--- src/rtl/cacheline_adaptor_pkg.sv ---
// cacheline_adaptor_pkg: shared types and derived constants for the
// cache-line to burst-memory adaptor.
package cacheline_adaptor_pkg;

  localparam int DEF_BURST_WIDTH = 64;
  localparam int DEF_BURSTS      = 4;
  localparam int DEF_ADDR_WIDTH  = 32;

  localparam int LINE_WIDTH  = DEF_BURST_WIDTH * DEF_BURSTS;
  localparam int OFFSET_BITS = $clog2(LINE_WIDTH / 8);
  localparam int CNT_W       = $clog2(DEF_BURSTS);

  typedef enum logic [1:0] {
    IDLE,
    READ,
    WRITE,
    DONE
  } state_t;

  function automatic int cnt_width(input int n);
    return (n > 1) ? $clog2(n) : 1;
  endfunction

endpackage

--- src/rtl/cacheline_adaptor_if.sv ---
// cacheline_adaptor_if: cache-side line port plus memory-side burst port.
// err_o exists only with CACHELINE_ADAPTOR_PROTO_CHECK_EN.
interface cacheline_adaptor_if
  import cacheline_adaptor_pkg::*;
#(
  parameter int BURST_WIDTH = DEF_BURST_WIDTH,
  parameter int ADDR_WIDTH  = DEF_ADDR_WIDTH,
  parameter int LINE_WIDTH  = BURST_WIDTH * DEF_BURSTS
);

  logic [LINE_WIDTH-1:0]  line_i;
  logic [LINE_WIDTH-1:0]  line_o;
  logic [ADDR_WIDTH-1:0]  address_i;
  logic                   read_i;
  logic                   write_i;
  logic                   resp_o;
  logic [BURST_WIDTH-1:0] burst_i;
  logic [BURST_WIDTH-1:0] burst_o;
  logic [ADDR_WIDTH-1:0]  address_o;
  logic                   read_o;
  logic                   write_o;
  logic                   resp_i;
`ifdef CACHELINE_ADAPTOR_PROTO_CHECK_EN
  logic                   err_o;

  modport slave (
    input  line_i, address_i, read_i,
    input  write_i, burst_i, resp_i,
    output line_o, resp_o, burst_o,
    output address_o, read_o, write_o,
    output err_o
  );

  modport master (
    output line_i, address_i, read_i,
    output write_i, burst_i, resp_i,
    input  line_o, resp_o, burst_o,
    input  address_o, read_o, write_o,
    input  err_o
  );
`else
  modport slave (
    input  line_i, address_i, read_i,
    input  write_i, burst_i, resp_i,
    output line_o, resp_o, burst_o,
    output address_o, read_o, write_o
  );

  modport master (
    output line_i, address_i, read_i,
    output write_i, burst_i, resp_i,
    input  line_o, resp_o, burst_o,
    input  address_o, read_o, write_o
  );
`endif

endinterface

--- src/rtl/cacheline_adaptor.sv ---
// cacheline_adaptor: serializes line writebacks / assembles line fills.
// Define CACHELINE_ADAPTOR_PROTO_CHECK_EN for err_o and protocol asserts.
module cacheline_adaptor
  import cacheline_adaptor_pkg::*;
#(
  parameter int BURST_WIDTH = DEF_BURST_WIDTH,
  parameter int BURSTS      = DEF_BURSTS,
  parameter int ADDR_WIDTH  = DEF_ADDR_WIDTH
) (
  input logic                clk,
  input logic                rst,
  cacheline_adaptor_if.slave bus
);

  localparam int LW  = BURST_WIDTH * BURSTS;
  localparam int OFF = $clog2(LW / 8);
  localparam int CW  = cnt_width(BURSTS);

  localparam logic [CW-1:0] LAST = CW'(BURSTS - 1);

  state_t         state;
  logic [CW-1:0]  count;
  logic [CW-1:0]  nxt;
  logic [LW-1:0]  line_reg;
  logic           last;

  logic [ADDR_WIDTH-1:0] aligned;

  always_comb begin
    nxt     = count + 1'b1;
    last    = (count == LAST);
    aligned = {bus.address_i[ADDR_WIDTH-1:OFF], {OFF{1'b0}}};
  end

  always_ff @(posedge clk or negedge rst) begin
    if (!rst) begin
      state         <= IDLE;
      count         <= '0;
      line_reg      <= '0;
      bus.line_o    <= '0;
      bus.burst_o   <= '0;
      bus.address_o <= '0;
      bus.read_o    <= 1'b0;
      bus.write_o   <= 1'b0;
      bus.resp_o    <= 1'b0;
    end else begin
      unique case (state)
        IDLE: begin
          count <= '0;
          // write wins a simultaneous request
          if (bus.write_i) begin
            state         <= WRITE;
            line_reg      <= bus.line_i;
            bus.burst_o   <= bus.line_i[BURST_WIDTH-1:0];
            bus.address_o <= aligned;
            bus.write_o   <= 1'b1;
          end else if (bus.read_i) begin
            state         <= READ;
            bus.address_o <= aligned;
            bus.read_o    <= 1'b1;
          end
        end
        READ: begin
          if (bus.resp_i) begin
            bus.line_o[count*BURST_WIDTH +: BURST_WIDTH]
              <= bus.burst_i;
            count <= nxt;
            if (last) begin
              state      <= DONE;
              bus.read_o <= 1'b0;
              bus.resp_o <= 1'b1;
            end
          end
        end
        WRITE: begin
          if (bus.resp_i) begin
            count <= nxt;
            if (last) begin
              state       <= DONE;
              bus.write_o <= 1'b0;
              bus.resp_o  <= 1'b1;
              bus.burst_o <= '0;
            end else begin
              bus.burst_o
                <= line_reg[nxt*BURST_WIDTH +: BURST_WIDTH];
            end
          end
        end
        DONE: begin
          state         <= IDLE;
          count         <= '0;
          bus.resp_o    <= 1'b0;
          bus.address_o <= '0;
        end
      endcase
    end
  end

`ifdef CACHELINE_ADAPTOR_PROTO_CHECK_EN
  logic viol;

  always_comb begin
    viol = 1'b0;
    unique case (1'b1)
      state == IDLE:
        viol = bus.resp_i | (bus.read_i & bus.write_i);
      state == READ:  viol = ~bus.read_i;
      state == WRITE: viol = ~bus.write_i;
      state == DONE:  viol = bus.resp_i;
      default:        viol = 1'b0;
    endcase
  end

  always_ff @(posedge clk or negedge rst) begin
    if (!rst) bus.err_o <= 1'b0;
    else      bus.err_o <= bus.err_o | viol;
  end

  a_resp_idle : assert property (
    @(posedge clk) disable iff (!rst)
    !((state == IDLE || state == DONE) && bus.resp_i)
  ) else $error("resp_i outside a transfer");

  a_both_req : assert property (
    @(posedge clk) disable iff (!rst)
    !(state == IDLE && bus.read_i && bus.write_i)
  ) else $error("read_i and write_i together");

  a_rd_hold : assert property (
    @(posedge clk) disable iff (!rst)
    !(state == READ && !bus.read_i)
  ) else $error("read_i dropped before resp_o");

  a_wr_hold : assert property (
    @(posedge clk) disable iff (!rst)
    !(state == WRITE && !bus.write_i)
  ) else $error("write_i dropped before resp_o");
`endif

endmodule

--- src/flat_wrapper.sv ---
// flat-port wrapper written by rule: the top's interface ports become plain ports
module cacheline_adaptor_flat import cacheline_adaptor_pkg::*;
#(
  parameter int BURST_WIDTH = DEF_BURST_WIDTH,
  parameter int BURSTS      = DEF_BURSTS,
  parameter int ADDR_WIDTH  = DEF_ADDR_WIDTH
)
  (clk, rst, bus_line_i, bus_address_i, bus_read_i, bus_write_i, bus_burst_i, bus_resp_i, bus_line_o, bus_resp_o, bus_burst_o, bus_address_o, bus_read_o, bus_write_o);
  cacheline_adaptor_if #(.BURST_WIDTH(BURST_WIDTH), .ADDR_WIDTH(ADDR_WIDTH)) bus_i ();
  input logic clk;
  input logic rst;
  input wire logic [$bits(bus_i.line_i)-1:0] bus_line_i;
  input wire logic [$bits(bus_i.address_i)-1:0] bus_address_i;
  input wire logic [$bits(bus_i.read_i)-1:0] bus_read_i;
  input wire logic [$bits(bus_i.write_i)-1:0] bus_write_i;
  input wire logic [$bits(bus_i.burst_i)-1:0] bus_burst_i;
  input wire logic [$bits(bus_i.resp_i)-1:0] bus_resp_i;
  output wire logic [$bits(bus_i.line_o)-1:0] bus_line_o;
  output wire logic [$bits(bus_i.resp_o)-1:0] bus_resp_o;
  output wire logic [$bits(bus_i.burst_o)-1:0] bus_burst_o;
  output wire logic [$bits(bus_i.address_o)-1:0] bus_address_o;
  output wire logic [$bits(bus_i.read_o)-1:0] bus_read_o;
  output wire logic [$bits(bus_i.write_o)-1:0] bus_write_o;
  assign bus_i.line_i = bus_line_i;
  assign bus_i.address_i = bus_address_i;
  assign bus_i.read_i = bus_read_i;
  assign bus_i.write_i = bus_write_i;
  assign bus_i.burst_i = bus_burst_i;
  assign bus_i.resp_i = bus_resp_i;
  assign bus_line_o = bus_i.line_o;
  assign bus_resp_o = bus_i.resp_o;
  assign bus_burst_o = bus_i.burst_o;
  assign bus_address_o = bus_i.address_o;
  assign bus_read_o = bus_i.read_o;
  assign bus_write_o = bus_i.write_o;
  cacheline_adaptor #(.BURST_WIDTH(BURST_WIDTH), .BURSTS(BURSTS), .ADDR_WIDTH(ADDR_WIDTH)) u_core (.clk(clk), .rst(rst), .bus(bus_i));
endmodule
--- config.mk ---
export PLATFORM = sky130hd
export DESIGN_NAME = cacheline_adaptor_flat
export DESIGN_NICKNAME = d
export VERILOG_FILES = /design/src/rtl/cacheline_adaptor_pkg.sv /design/src/rtl/cacheline_adaptor_if.sv /design/src/rtl/cacheline_adaptor.sv /design/src/flat_wrapper.sv
export SDC_FILE = /design/constraint.sdc
export NUM_CORES = 1
export LEC_CHECK = 0
export BUFFER_PORTS_ARGS = -buffer_cell sky130_fd_sc_hd__buf_2
export CAP_MARGIN = 15
export CORE_AREA = 2 2 275 277
export CTS_BUF_LIST = sky130_fd_sc_hd__clkbuf_2 sky130_fd_sc_hd__clkbuf_4 sky130_fd_sc_hd__clkbuf_8
export DETAILED_ROUTE_END_ITERATION = 10
export DIE_AREA = 0 0 277 279
export SETUP_SLACK_MARGIN = 0.05
export SKIP_CTS_REPAIR_TIMING = 1
export SLEW_MARGIN = 15
export SYNTH_ARGS = -nofsm -noshare
export SYNTH_HDL_FRONTEND = slang
export SYNTH_SLANG_ARGS = --single-unit
--- constraint.sdc ---
create_clock -name clk -period 2.5 [get_ports clk]
set_input_delay 0.5 -clock clk [delete_from_list [all_inputs] [get_ports clk]]
set_output_delay 0.5 -clock clk [all_outputs]
set_load 0.02 [all_outputs]
==> metrics.csv <==
stage,metric,value,unit
outcome,status,"finished, final reports clean",
critical_path,Worst Setup SP,u_core.count[0],
grt,GRT Total Usage,20.45,%
logic_synthesis,synthesized instance count,1574,
drt,Routed Antenna Nets,0,
drt,drt initial violations,1091,
place,dpl ws,0.2109,ns
grt,total grt overflow,0,
drt,Pre-Repair DR Iteration Count,7,
sta,slew of the pin with the lowest slew margin,0.9031,ns
clocking,clock-pin slew on the worst setup and hold paths,0.06,ns
grt,first-pass GRT wire length,121300,microns
sta,Tcrit/Tclk final,91.23,%
grt,pin count of the biggest net entering global routing,81,
power,peak supply drop,0.0009300,V
final_layout,Util after Layout,46.23,%
power,P_leak,16.79,nW
grt,vias in the first global route,19141,
drt,WL final,82890,microns
sta,fin crit period,2.281,ns
final_layout,synth-to-layout area growth,38.86,%
sta,Setup TNS,0,ns
drt,vias per cell,5.205,
final_layout,"most common cell after layout, fill and taps aside",buf_2,
critical_path,Worst R2R Setup Slack,0.22,ns
drt,WL/cell,23.16,microns
sta,FMAX,438.5,MHz
logic_synthesis,warning count from the yosys run,0,
sta,Fin. Hold Viols,0,
critical_path,crit-path max FO,24,
logic_synthesis,Mean Syn Cell Area,15.67,sq um
floorplanning,Starting Density,33.30,%
drt,DRC,0,
drt,via count,18628,
final_layout,# nets final,2883,
sta,Worst Skew,0.05836,ns
sta,RSZ-0062 raised after global routing,false,
min_path,type of the most critical hold path,in -> reg,
critical_path,Crit Path Class,reg -> reg,
grt,antenna violations before repair,22,
final_layout,"commonest cells after routing, fill and taps aside","700 x buf_2, 609 x dfrtp_1, 283 x mux2_2",
floorplanning,DIE WIDTH,277,microns
floorplanning,Core Box Area,74070,sq um
critical_path,Worst Setup End Kind,flip-flop,
sta,worst-case headroom to the max-slew limit,39.79,%
place,Final HPWL DP,54070,microns
floorplanning,Ports,712,
clocking,htree depth,3,
logic_synthesis,Yosys reg bits,610,
power,PD cells,1180,nW/um^2
logic_synthesis,register area share after synthesis,61.89,%
critical_path,crit path DAT,2.88,ns
floorplanning,row count,100,
critical_path,Worst Setup EP,u_core.bus.burst_o[5],
logic_synthesis,"Distinct cells, synth",37,
floorplanning,DIE HEIGHT,279,microns
sta,Hold Worst Slack,0.04649,ns
critical_path,startpoint types,flip-flop,
logic_synthesis,Synth Cell Area,24660,sq um
clocking,CTS tree,done,
sta,Max Transition Viols Final,0,
run,Max-cap violations,0,
critical_path,worst flop-to-flop path startpoint,u_core.count[0],
floorplanning,die area,77280,sq um
critical_path,Worst EP required,3.10,ns
sta,final setup fails,0,
clocking,clock insertion delay at the later pin of the skew report,0.74,ns
critical_path,Worst R2R End,u_core.bus.burst_o[5],
clocking,Inserted Clock Buffers,104,
place,routability congestion estimate,0.8444,
critical_path,Reg2Reg Depth,5,
final_layout,fraction of layout cells with a size suffix above 1,50.23,%
place,# port buffers,701,
sta,final worst setup slack,0.2193,ns
clocking,TritonCTS Sinks,610,
clocking,clk root buf,clkbuf_8,
clocking,clock buffer depth,3,
-- per-stage QoR --
| stage | instances | power, mW | instance area (sq um) |
|---|---|---|---|
| 2_1_floorplan | 1578 | 25.16 | 24690 |
| 3_3_place_gp | 3156 | 29.85 | 29660 |
| 3_5_place_dp | 3156 | 30.40 | 29660 |
| 4_1_cts | 3345 | 40.46 | 31990 |
| 5_1_grt | 3578 | 42.48 | 34240 |
| 6_report | 3579 | 40.41 | 34250 |
-- power by group --
part | total (mW) | leakage, nW | internal [mW] | switching, mW
logic | 15.0 | 7.75 | 7.41 | 7.63
registers | 15.5 | 7.79 | 13.5 | 1.96
clock network | 9.89 | 1.25 | 5.54 | 4.35
-- critical path: stages, from the launching register on --
cell,delay [ns]
dfrtp_4,0.49
inv_1,0.14
ha_4,0.39
buf_4,0.41
mux4_2,0.38
a221o_1,0.35
-- worst min path at each step --
| stage | startpoint | depth (start not counted) | endpoint | slack (ns) |
|---|---|---|---|---|
| floorplan | rst | 0 | u_core.bus.address_o[10] | 0.20 |
| global placement | rst | 1 | u_core.bus.line_o[87] | 0.47 |
| detailed placement | rst | 1 | u_core.bus.line_o[75] | 0.47 |
| CTS | rst | 1 | u_core.bus.line_o[5] | -0.35 |
| global route | bus_line_i[174] | 2 | u_core.line_reg[174] | -0.003 |
| finish | bus_line_i[249] | 2 | u_core.line_reg[249] | 0.05 |
-- metal layers --
metal / GRT usage, % / up-vias / share of wire, % / routed length, microns
li1: - / 7961 / - / -
met3: 6.970 / 172 / 7.7 / 6396
met1: 24.23 / 9636 / 39 / 32510
met4: 7.149 / 10 / 3.1 / 2585
met2: 34.65 / 849 / 50 / 41320
met5: 0 / - / 0.083 / 69
-- logic make-up (layout without fill, tap and decap cells) --
logic type      Yosys count  in the layout  share of synthesized area [%]
compound gates          332            332                          12.05
xor+xnor                  1              1                        0.03552
fa+ha+maj                11             11                         0.5581
buf+inv                 151           1171                          2.897
flops                   610            610                          61.89
mux                     349            349                          18.85
other cells               1             17                        0.01521
simple gates            119            119                          3.704
-- cells in the mapped netlist, drive strengths merged --
| library cell | count | share of area [%] |
|---|---|---|
| clkbuf | 70 | 1.1 |
| and4 | 64 | 2.3 |
| mux2 | 283 | 13 |
| a21bo | 1 | 0.041 |
| mux4 | 64 | 5.8 |
| o22ai | 1 | 0.051 |
| nor2 | 2 | 0.030 |
| ha | 11 | 0.56 |
| dfrtp | 610 | 62 |
| inv | 7 | 0.11 |
| a22o | 256 | 9.1 |
| nor2b | 28 | 0.71 |
| a21oi | 4 | 0.081 |
| nand3 | 6 | 0.12 |
| nand2 | 2 | 0.030 |
| nand4 | 1 | 0.025 |
| nand2b | 7 | 0.18 |
| a221o | 64 | 2.6 |
| nor3 | 1 | 0.020 |
| mux2i | 2 | 0.081 |
| buf | 74 | 1.7 |
| a31oi | 2 | 0.051 |
| nor4b | 2 | 0.096 |
| and4b | 1 | 0.041 |
| conb | 1 | 0.015 |
| and2 | 1 | 0.025 |
| o211ai | 1 | 0.030 |
| nor4 | 4 | 0.15 |
| xor2 | 1 | 0.036 |
| o2bb2ai | 3 | 0.11 |
-- layout make-up --
type | instances | area (sq um)
fillers | 6518 | 39830
flip-flops and latches | 610 | 15270
multi-input cells | 817 | 8792
repair buffers | 975 | 6581
clock buffers | 162 | 2073
well taps | 969 | 1212
clock inverters | 27 | 261.5
diodes | 12 | 30.03
inverters | 7 | 26.28
Note: power is estimated with default switching activity, not from simulation.
